[src/rtl/bank_write_arbiter.sv]
// bank_write_arbiter
//
// Shares the register bank's single write port between two requesters using
// round-robin arbitration, and provides a hardware clear sweep that writes
// zero to every register in ascending address order.
//
// Parameters:
//   AW  address width (bank depth is 2**AW registers)
//   DW  data width
//
// Ports:
//   clk, rst            clock and synchronous active-high reset
//   req0/addr0/dat0     requester 0 write request (held until ack0)
//   ack0                one-cycle pulse: requester 0's write is on the port
//   req1/addr1/dat1     requester 1 write request (held until ack1)
//   ack1                one-cycle pulse: requester 1's write is on the port
//   clr_start           pulse that starts the clear sweep
//   clr_busy            high while the clear sweep owns the write port
//   clr_done            one-cycle pulse after the last clear write
//   addrW/datW/RegWrite registered write port to the bank
module bank_write_arbiter #(
   parameter int AW = 3,
   parameter int DW = 4
) (
   input  logic          clk,
   input  logic          rst,
   input  logic          req0,
   input  logic [AW-1:0] addr0,
   input  logic [DW-1:0] dat0,
   output logic          ack0,
   input  logic          req1,
   input  logic [AW-1:0] addr1,
   input  logic [DW-1:0] dat1,
   output logic          ack1,
   input  logic          clr_start,
   output logic          clr_busy,
   output logic          clr_done,
   output logic [AW-1:0] addrW,
   output logic [DW-1:0] datW,
   output logic          RegWrite
);

   typedef enum logic {
      ST_ARB = 1'b0,
      ST_CLR = 1'b1
   } state_t;

   // The sweep counter is one bit wider than the address so that reaching
   // 2**AW marks the end of the sweep.
   localparam logic [AW:0] CNT_ONE  = {{AW{1'b0}}, 1'b1};
   localparam logic [AW:0] CNT_LAST = {1'b1, {AW{1'b0}}};

   state_t        state_q, state_d;
   logic          ptr_q, ptr_d;
   logic [AW:0]   cnt_q, cnt_d;
   logic [AW-1:0] addr_w_q, addr_w_d;
   logic [DW-1:0] dat_w_q, dat_w_d;
   logic          reg_write_q, reg_write_d;
   logic          ack0_q, ack0_d;
   logic          ack1_q, ack1_d;
   logic          clr_busy_q, clr_busy_d;
   logic          clr_done_q, clr_done_d;

   logic          elig0, elig1;
   logic          grant0, grant1;
   logic          arb_en;

   // A requester acked this cycle is still holding req high; masking it
   // keeps the same request from being written a second time.
   always_comb begin
      elig0  = req0 && !ack0_q;
      elig1  = req1 && !ack1_q;
      grant0 = elig0 && (!elig1 || (ptr_q == 1'b0));
      grant1 = elig1 && (!elig0 || (ptr_q == 1'b1));
   end

   always_comb begin
      state_d     = state_q;
      ptr_d       = ptr_q;
      cnt_d       = cnt_q;
      addr_w_d    = addr_w_q;
      dat_w_d     = dat_w_q;
      reg_write_d = 1'b0;
      ack0_d      = 1'b0;
      ack1_d      = 1'b0;
      clr_busy_d  = clr_busy_q;
      clr_done_d  = 1'b0;
      arb_en      = 1'b0;

      case (state_q)
         ST_ARB: begin
            // A clear request beats any pending write; those requests stay
            // pending and are served once the sweep finishes.
            if (clr_start) begin
               state_d     = ST_CLR;
               addr_w_d    = '0;
               dat_w_d     = '0;
               reg_write_d = 1'b1;
               clr_busy_d  = 1'b1;
               cnt_d       = CNT_ONE;
            end else begin
               arb_en = 1'b1;
            end
         end
         ST_CLR: begin
            if (cnt_q < CNT_LAST) begin
               addr_w_d    = cnt_q[AW-1:0];
               dat_w_d     = '0;
               reg_write_d = 1'b1;
               cnt_d       = cnt_q + CNT_ONE;
            end else begin
               // The exit edge also arbitrates, so a stalled request can be
               // granted in the same cycle that clr_done pulses.
               state_d    = ST_ARB;
               clr_busy_d = 1'b0;
               clr_done_d = 1'b1;
               cnt_d      = '0;
               arb_en     = 1'b1;
            end
         end
         default: begin
            state_d = ST_ARB;
         end
      endcase

      if (arb_en) begin
         if (grant0) begin
            addr_w_d    = addr0;
            dat_w_d     = dat0;
            reg_write_d = 1'b1;
            ack0_d      = 1'b1;
            ptr_d       = 1'b1;
         end else if (grant1) begin
            addr_w_d    = addr1;
            dat_w_d     = dat1;
            reg_write_d = 1'b1;
            ack1_d      = 1'b1;
            ptr_d       = 1'b0;
         end
      end
   end

   always_ff @(posedge clk) begin
      if (rst) begin
         state_q     <= ST_ARB;
         ptr_q       <= 1'b0;
         cnt_q       <= '0;
         addr_w_q    <= '0;
         dat_w_q     <= '0;
         reg_write_q <= 1'b0;
         ack0_q      <= 1'b0;
         ack1_q      <= 1'b0;
         clr_busy_q  <= 1'b0;
         clr_done_q  <= 1'b0;
      end else begin
         state_q     <= state_d;
         ptr_q       <= ptr_d;
         cnt_q       <= cnt_d;
         addr_w_q    <= addr_w_d;
         dat_w_q     <= dat_w_d;
         reg_write_q <= reg_write_d;
         ack0_q      <= ack0_d;
         ack1_q      <= ack1_d;
         clr_busy_q  <= clr_busy_d;
         clr_done_q  <= clr_done_d;
      end
   end

   assign addrW    = addr_w_q;
   assign datW     = dat_w_q;
   assign RegWrite = reg_write_q;
   assign ack0     = ack0_q;
   assign ack1     = ack1_q;
   assign clr_busy = clr_busy_q;
   assign clr_done = clr_done_q;

endmodule

[config.mk]
export PLATFORM = sky130hd
export DESIGN_NAME = bank_write_arbiter
export DESIGN_NICKNAME = d
export VERILOG_FILES = /design/src/rtl/bank_write_arbiter.sv
export SDC_FILE = /design/constraint.sdc
export NUM_CORES = 1
export LEC_CHECK = 0
export CELL_PAD_IN_SITES_DETAIL_PLACEMENT = 0
export CELL_PAD_IN_SITES_GLOBAL_PLACEMENT = 1
export CORE_MARGIN = 2
export CORE_UTILIZATION = 25
export DETAILED_ROUTE_END_ITERATION = 7
export PLACE_DENSITY_LB_ADDON = 0.2
export SLEW_MARGIN = 20
export SYNTH_ARGS = -nofsm -noshare
export SYNTH_HDL_FRONTEND = slang
export SYNTH_SLANG_ARGS = --single-unit
[constraint.sdc]
create_clock -name clk -period 1.95 [get_ports clk]
set_input_delay 0.39 -clock clk [delete_from_list [all_inputs] [get_ports clk]]
set_output_delay 0.39 -clock clk [all_outputs]
set_load 0.05 [all_outputs]
==> results of run 1 <==
-- logic make-up (layout without fill, tap and decap cells) --
logic type | Yosys count | after routing | share of synthesized area, %
compound gates | 33 | 33 | 30.7
simple gates | 28 | 28 | 17.8
flops | 18 | 18 | 41.9
mux | 4 | 4 | 4.95
buf+inv | 3 | 37 | 2.18
fa+ha+maj | 1 | 1 | 1.46
xor+xnor | 1 | 1 | 1.02
-- placed cells by master (no fill, tap or decap), types with 2 or more instances in the layout --
master           Yosys  final
clkdlybuf4s50_1      0     29
dfxtp_1             18     18
nor2_1              14     14
a21oi_1              7      7
o21ai_1              6      6
nand2_1              4      4
clkbuf_4             0      3
buf_4                0      3
a222oi_1             2      2
a221oi_1             2      2
o211ai_1             2      2
a32oi_1              2      2
a21boi_0             2      2
mux2i_1              2      2
-- Yosys cell counts, drive strengths merged (2+ instances only) --
master,count
a21boi,2
a21oi,8
a221oi,4
a222oi,2
a32oi,2
dfxtp,18
mux2,2
mux2i,2
nand2,5
nand2b,2
nor2,14
nor2b,2
o211ai,2
o21ai,7
-- per-layer routing --
layer	GRT usage [%]	wire length, um	vias up
met5	0	0	-
met4	5.83	47	0
met3	2.70	112	6
met2	17.6	1030	23
met1	16.8	1050	375
li1	-	-	400
-- layout make-up --
| class | instances | area (um2) |
|---|---|---|
| fillers | 357 | 2060 |
| repair buffers | 32 | 313 |
| well taps | 46 | 57.6 |
| flip-flops and latches | 18 | 360 |
| clock buffers | 4 | 36.3 |
| multi-input cells | 67 | 480 |
| inverters | 1 | 3.75 |
-- report_power, final --
| part | internal (mW) | leakage [nW] | total, mW | switching [mW] |
|---|---|---|---|---|
| Combinational | 0.0946 | 0.298 | 0.208 | 0.113 |
| Sequential | 0.386 | 0.147 | 0.403 | 0.0168 |
| Clock | 0.114 | 0.0210 | 0.239 | 0.125 |
| Total | 0.594 | 0.466 | 0.850 | 0.256 |
-- state kept, by name, indices dropped and copies added, names as in the netlist --
name      cells
cnt_q         4
ack0          1
RegWrite      1
clr_done      1
ptr_q         1
addrW         3
state_q       1
clr_busy      1
datW          4
ack1          1
-- final timing paths --
kind / start / end / depth (start not counted)
max reg2reg: cnt_q[3] / addrW[0] / 4
min: clr_busy / clr_busy / 2
max: addrW[2] / addrW[2] / 1
min reg2reg: clr_busy / clr_busy / 2
-- stage by stage --
step                setup WS, ns  utilization, %  hold slack, ns  cell area (um2)
floorplan                  0.471               -           0.481              860
global placement          0.0447            36.7           0.483             1210
detailed placement        0.0316            36.7           0.487             1210
CTS                       0.0540            37.8           0.520             1250
global route             0.00178            37.8           0.571             1250
finish                    0.0636            37.8           0.513             1250
==> results.toml, run 1 <==
[clock_network]
path_clk_slew_ns = 0.11
cts_hold_buffers = 0
cts-root-buf = "clkbuf_4"
ctsLongestPathBuffers = 2
cts_setup_buffers = 0
cts_repair_resize_count = 0
cts_tree = "yes"
insertion_delay_ns = 0.30
cts_sinks = 18
cts_made_buffers = 3
htree_num_levels = 1

[timing]
worstMarginPinSlew_ns = 0.550
period_minus_slack_ns = 1.89
finalSetupViolCount = 0
finClkSkew_ns = 0.00689
max_freq_ghz = 0.530
period_share_pct = 96.7
rsz0062_at_grt = "false"
tns_ns = 0
drv_slew = 0
max_slew_margin_pct = 63.3
final-hold-violation-count = 0

[die]
die_height_um = 62.6
core_area_um2 = 3310
die_area_um2 = 3920
pin_count = 31
initial_utilization_pct = 26.0
row_count = 21
die_w_um = 62.6

[yosys]
yosys_warnings = 0
synth_edf_count = 0
ys_top_cells_by_area = "dfxtp_1, nor2_1, a21oi_1"
ys_async_sr_fraction_pct = 0
yosysUniqueCellTypes = 38
syn_area_um2 = 860
synth_seq_area_share_pct = 41.9
synth_top_area_cell = "dfxtp_1"
yosysTopAreaCellShare_pct = 41.9
synth_cells = 88
synth_flop_cell = "dfxtp_1"
syn_avg_cell_area_um2 = 9.77
ys_ff_latch = 18
synthesis.nets = 108

[setup_path]
cp-end-kind = "output port"
startpoint_type = "flop"
cp_top_family = "buffers and inverters"
path_class = "reg2out"
cp.arrival_ns = 1.50
crit_buf_inv = 1
cp_cell_sequence = "clkdlybuf4s50_1"
r2r_slack_ns = 0.54
path_max_fanout = 3
cpMaxStageDelayCell = "clkdlybuf4s50_1"
max_stage_delay_ns = 0.82
worstPathRequired_ns = 1.56

[pwr]
powerDensity_nw_per_um2 = 679
fin_total_pwr_mw = 0.850
p_leak_nw = 0.466
peakVddDrop_v = 0.000339

[detailed_routing]
routed_via_density = 4.79
routed_wirelength_um = 2240
num_vias = 804
post_drt_wl_per_cell_um = 13.4
drc = 0
ant_nets = 0
first_iter_violations = 19
firstDrtPassIters = 4

[hold_path]
min_path_type = "reg2reg"

[layout]
final_cell_count_no_fill = 168
syn_to_final_growth_pct = 45.6
layout-drive-gt1-share_pct = 14.8
num_antenna_cells = 0
finalNetCount = 143

[global_routing]
grt_pass1_wl_um = 3760
grt_max_degree = 11
antenna_found_initial = 0
gr-total-overflow = 0
grt_use_total_pct = 12.1
grt_pass1_vias = 802

[run]
maxCapViolCount = 0

[place]
dpl.hpwl_um = 1760
gp_congestion = 0.746
place_inst = 164
io_buffers = 30

[run_status]
status = "finished, final reports clean"
No activity file was read; power rests on OpenSTA's default activity.
==> run 2: changes to the inputs <==
--- a/config.mk
+++ b/config.mk
@@ -7,8 +7,10 @@
 export LEC_CHECK = 0
 export CELL_PAD_IN_SITES_DETAIL_PLACEMENT = 0
 export CELL_PAD_IN_SITES_GLOBAL_PLACEMENT = 1
+export CORE_ASPECT_RATIO = 1.25
 export CORE_MARGIN = 2
 export CORE_UTILIZATION = 25
+export CTS_CLUSTER_DIAMETER = 40
 export DETAILED_ROUTE_END_ITERATION = 7
 export PLACE_DENSITY_LB_ADDON = 0.2
 export SLEW_MARGIN = 20
==> run 2 against run 1 <==
Net effect:
- combinational power is essentially flat
- core utilization is 0.99 points higher
- routed wire length is 3.9% higher
- clock skew down 0.0030 ns
- critical path depth unchanged
- total power rose by 8.4%
- largest cell class unchanged
==> results.toml, run 2 (synthesis gave the netlist of run 1 again) <==
[clock_network]
cts_made_buffers = 3
ctsLongestPathBuffers = 2
cts_hold_buffers = 0
cts-root-buf = "clkbuf_8"
cts_sinks = 18
path_clk_slew_ns = 0.07
htree_num_levels = 1
insertion_delay_ns = 0.25
cts_setup_buffers = 0
cts_repair_resize_count = 0
cts_tree = "yes"

[global_routing]
grt_pass1_wl_um = 4060
grt_use_total_pct = 13.3
antenna_found_initial = 0
grt_pass1_vias = 865
grt.met3_usage_pct = 2.80
grtUsageMet1_pct = 15.5
gr-total-overflow = 0
met2_usage_pct = 23.5
grt_max_degree = 11
top_usage_layer = "met2"

[layout]
final_cell_mix = "clkdlybuf4s50_1, dfxtp_1, nor2_1, a21oi_1, o21ai_1"
final_common_cell = "clkdlybuf4s50_1"
syn_to_final_growth_pct = 46.7
seq_area_um2 = 360
layout-drive-gt1-share_pct = 13.9
multiInputGateArea_um2 = 480
finalNetCount = 143
num_antenna_cells = 0
postLayoutCellArea_um2 = 1260
fill_cells = 351

[detailed_routing]
firstDrtPassIters = 4
routed_wirelength_um = 2330
num_vias = 818
ant_nets = 0
first_iter_violations = 20
routed_via_density = 5.14
drc = 0
post_drt_wl_per_cell_um = 14.7

[place]
dpl.hpwl_um = 1820
gp_congestion = 0.786
io_buffers = 30
placed_area_um2 = 1210

[setup_path]
path_max_fanout = 2
cp_cell_sequence = "clkdlybuf4s50_1"
path_class = "reg2out"
cpMaxStageDelayCell = "clkdlybuf4s50_1"
max_stage_delay_ns = 0.82
critical_path_depth = 1
cp_top_family = "buffers and inverters"
crit_buf_inv = 1
worstPathRequired_ns = 1.56
cp.arrival_ns = 1.46
startpoint_type = "flop"
ff2ff_path_depth = 4
cp-end-kind = "output port"

[timing]
period_share_pct = 94.7
final-hold-violation-count = 0
drv_slew = 0
finalSetupViolCount = 0
rsz0062_at_grt = "false"
worstMarginPinSlew_ns = 0.514
max_freq_ghz = 0.541
finClkSkew_ns = 0.00388
max_slew_margin_pct = 65.7
period_minus_slack_ns = 1.85
tns_ns = 0

[pwr]
p_leak_nw = 0.472
powerDensity_nw_per_um2 = 731
peakVddDrop_v = 0.000475

[run]
maxCapViolCount = 0

[die]
die_w_um = 56.4
core_area_um2 = 3250
die_height_um = 69.6
die_area_um2 = 3930
initial_utilization_pct = 26.4
row_count = 23
pin_count = 31

[hold_path]
holdPathStages = 2
min_path_type = "reg2reg"

[run_status]
status = "finished, final reports clean"
run 2: metrics by stage:
step	total power [mW]	util [%]	setup slack, ns	cells	hold WS [ns]
global route	0.964	38.8	0.0518	159	0.544
CTS	0.931	38.8	0.0839	159	0.512
finish	0.921	38.8	0.103	159	0.510
global placement	0.621	37.1	0.116	155	0.488
detailed placement	0.622	37.1	0.0636	155	0.490
floorplan	0.535	-	0.471	88	0.481
run 2: power by group:
group | leakage (nW) | switching, mW | internal (mW)
logic | 0.296 | 0.113 | 0.0950
clock network | 0.0288 | 0.130 | 0.179
registers | 0.147 | 0.0177 | 0.386
run 2: path summary, 6_finish.rpt:
kind / slack, ns / endpoint / startpoint
setup / recovery: 0.10 / ack1 / ack1
hold / removal: 0.51 / clr_busy / clr_busy
hold reg to reg: 0.51 / clr_busy / clr_busy
setup reg to reg: 0.54 / addrW[0] / cnt_q[3]
run 2: routing by layer:
layer	part of all wire (%)	routed length [um]
met2	52	1220
met3	6.9	160
met1	39	914
met4	1.4	33
met5	0	0
run 2: final cells by class:
cell class / instances / share of cell area (%)
flip-flops and latches: 18 / 28.6
repair buffers: 32 / 25.0
multi-input cells: 67 / 38.1
inverters: 1 / 0.298
well taps: 37 / 3.67
clock buffers: 4 / 4.37
==> run 3: changes to the inputs <==
--- a/config.mk
+++ b/config.mk
@@ -17,3 +17,4 @@
 export SYNTH_ARGS = -nofsm -noshare
 export SYNTH_HDL_FRONTEND = slang
 export SYNTH_SLANG_ARGS = --single-unit
+export TNS_END_PERCENT = 30
==> results of run 3 <==
No change in the layout: final DEF, timing and power equal those of run 2.
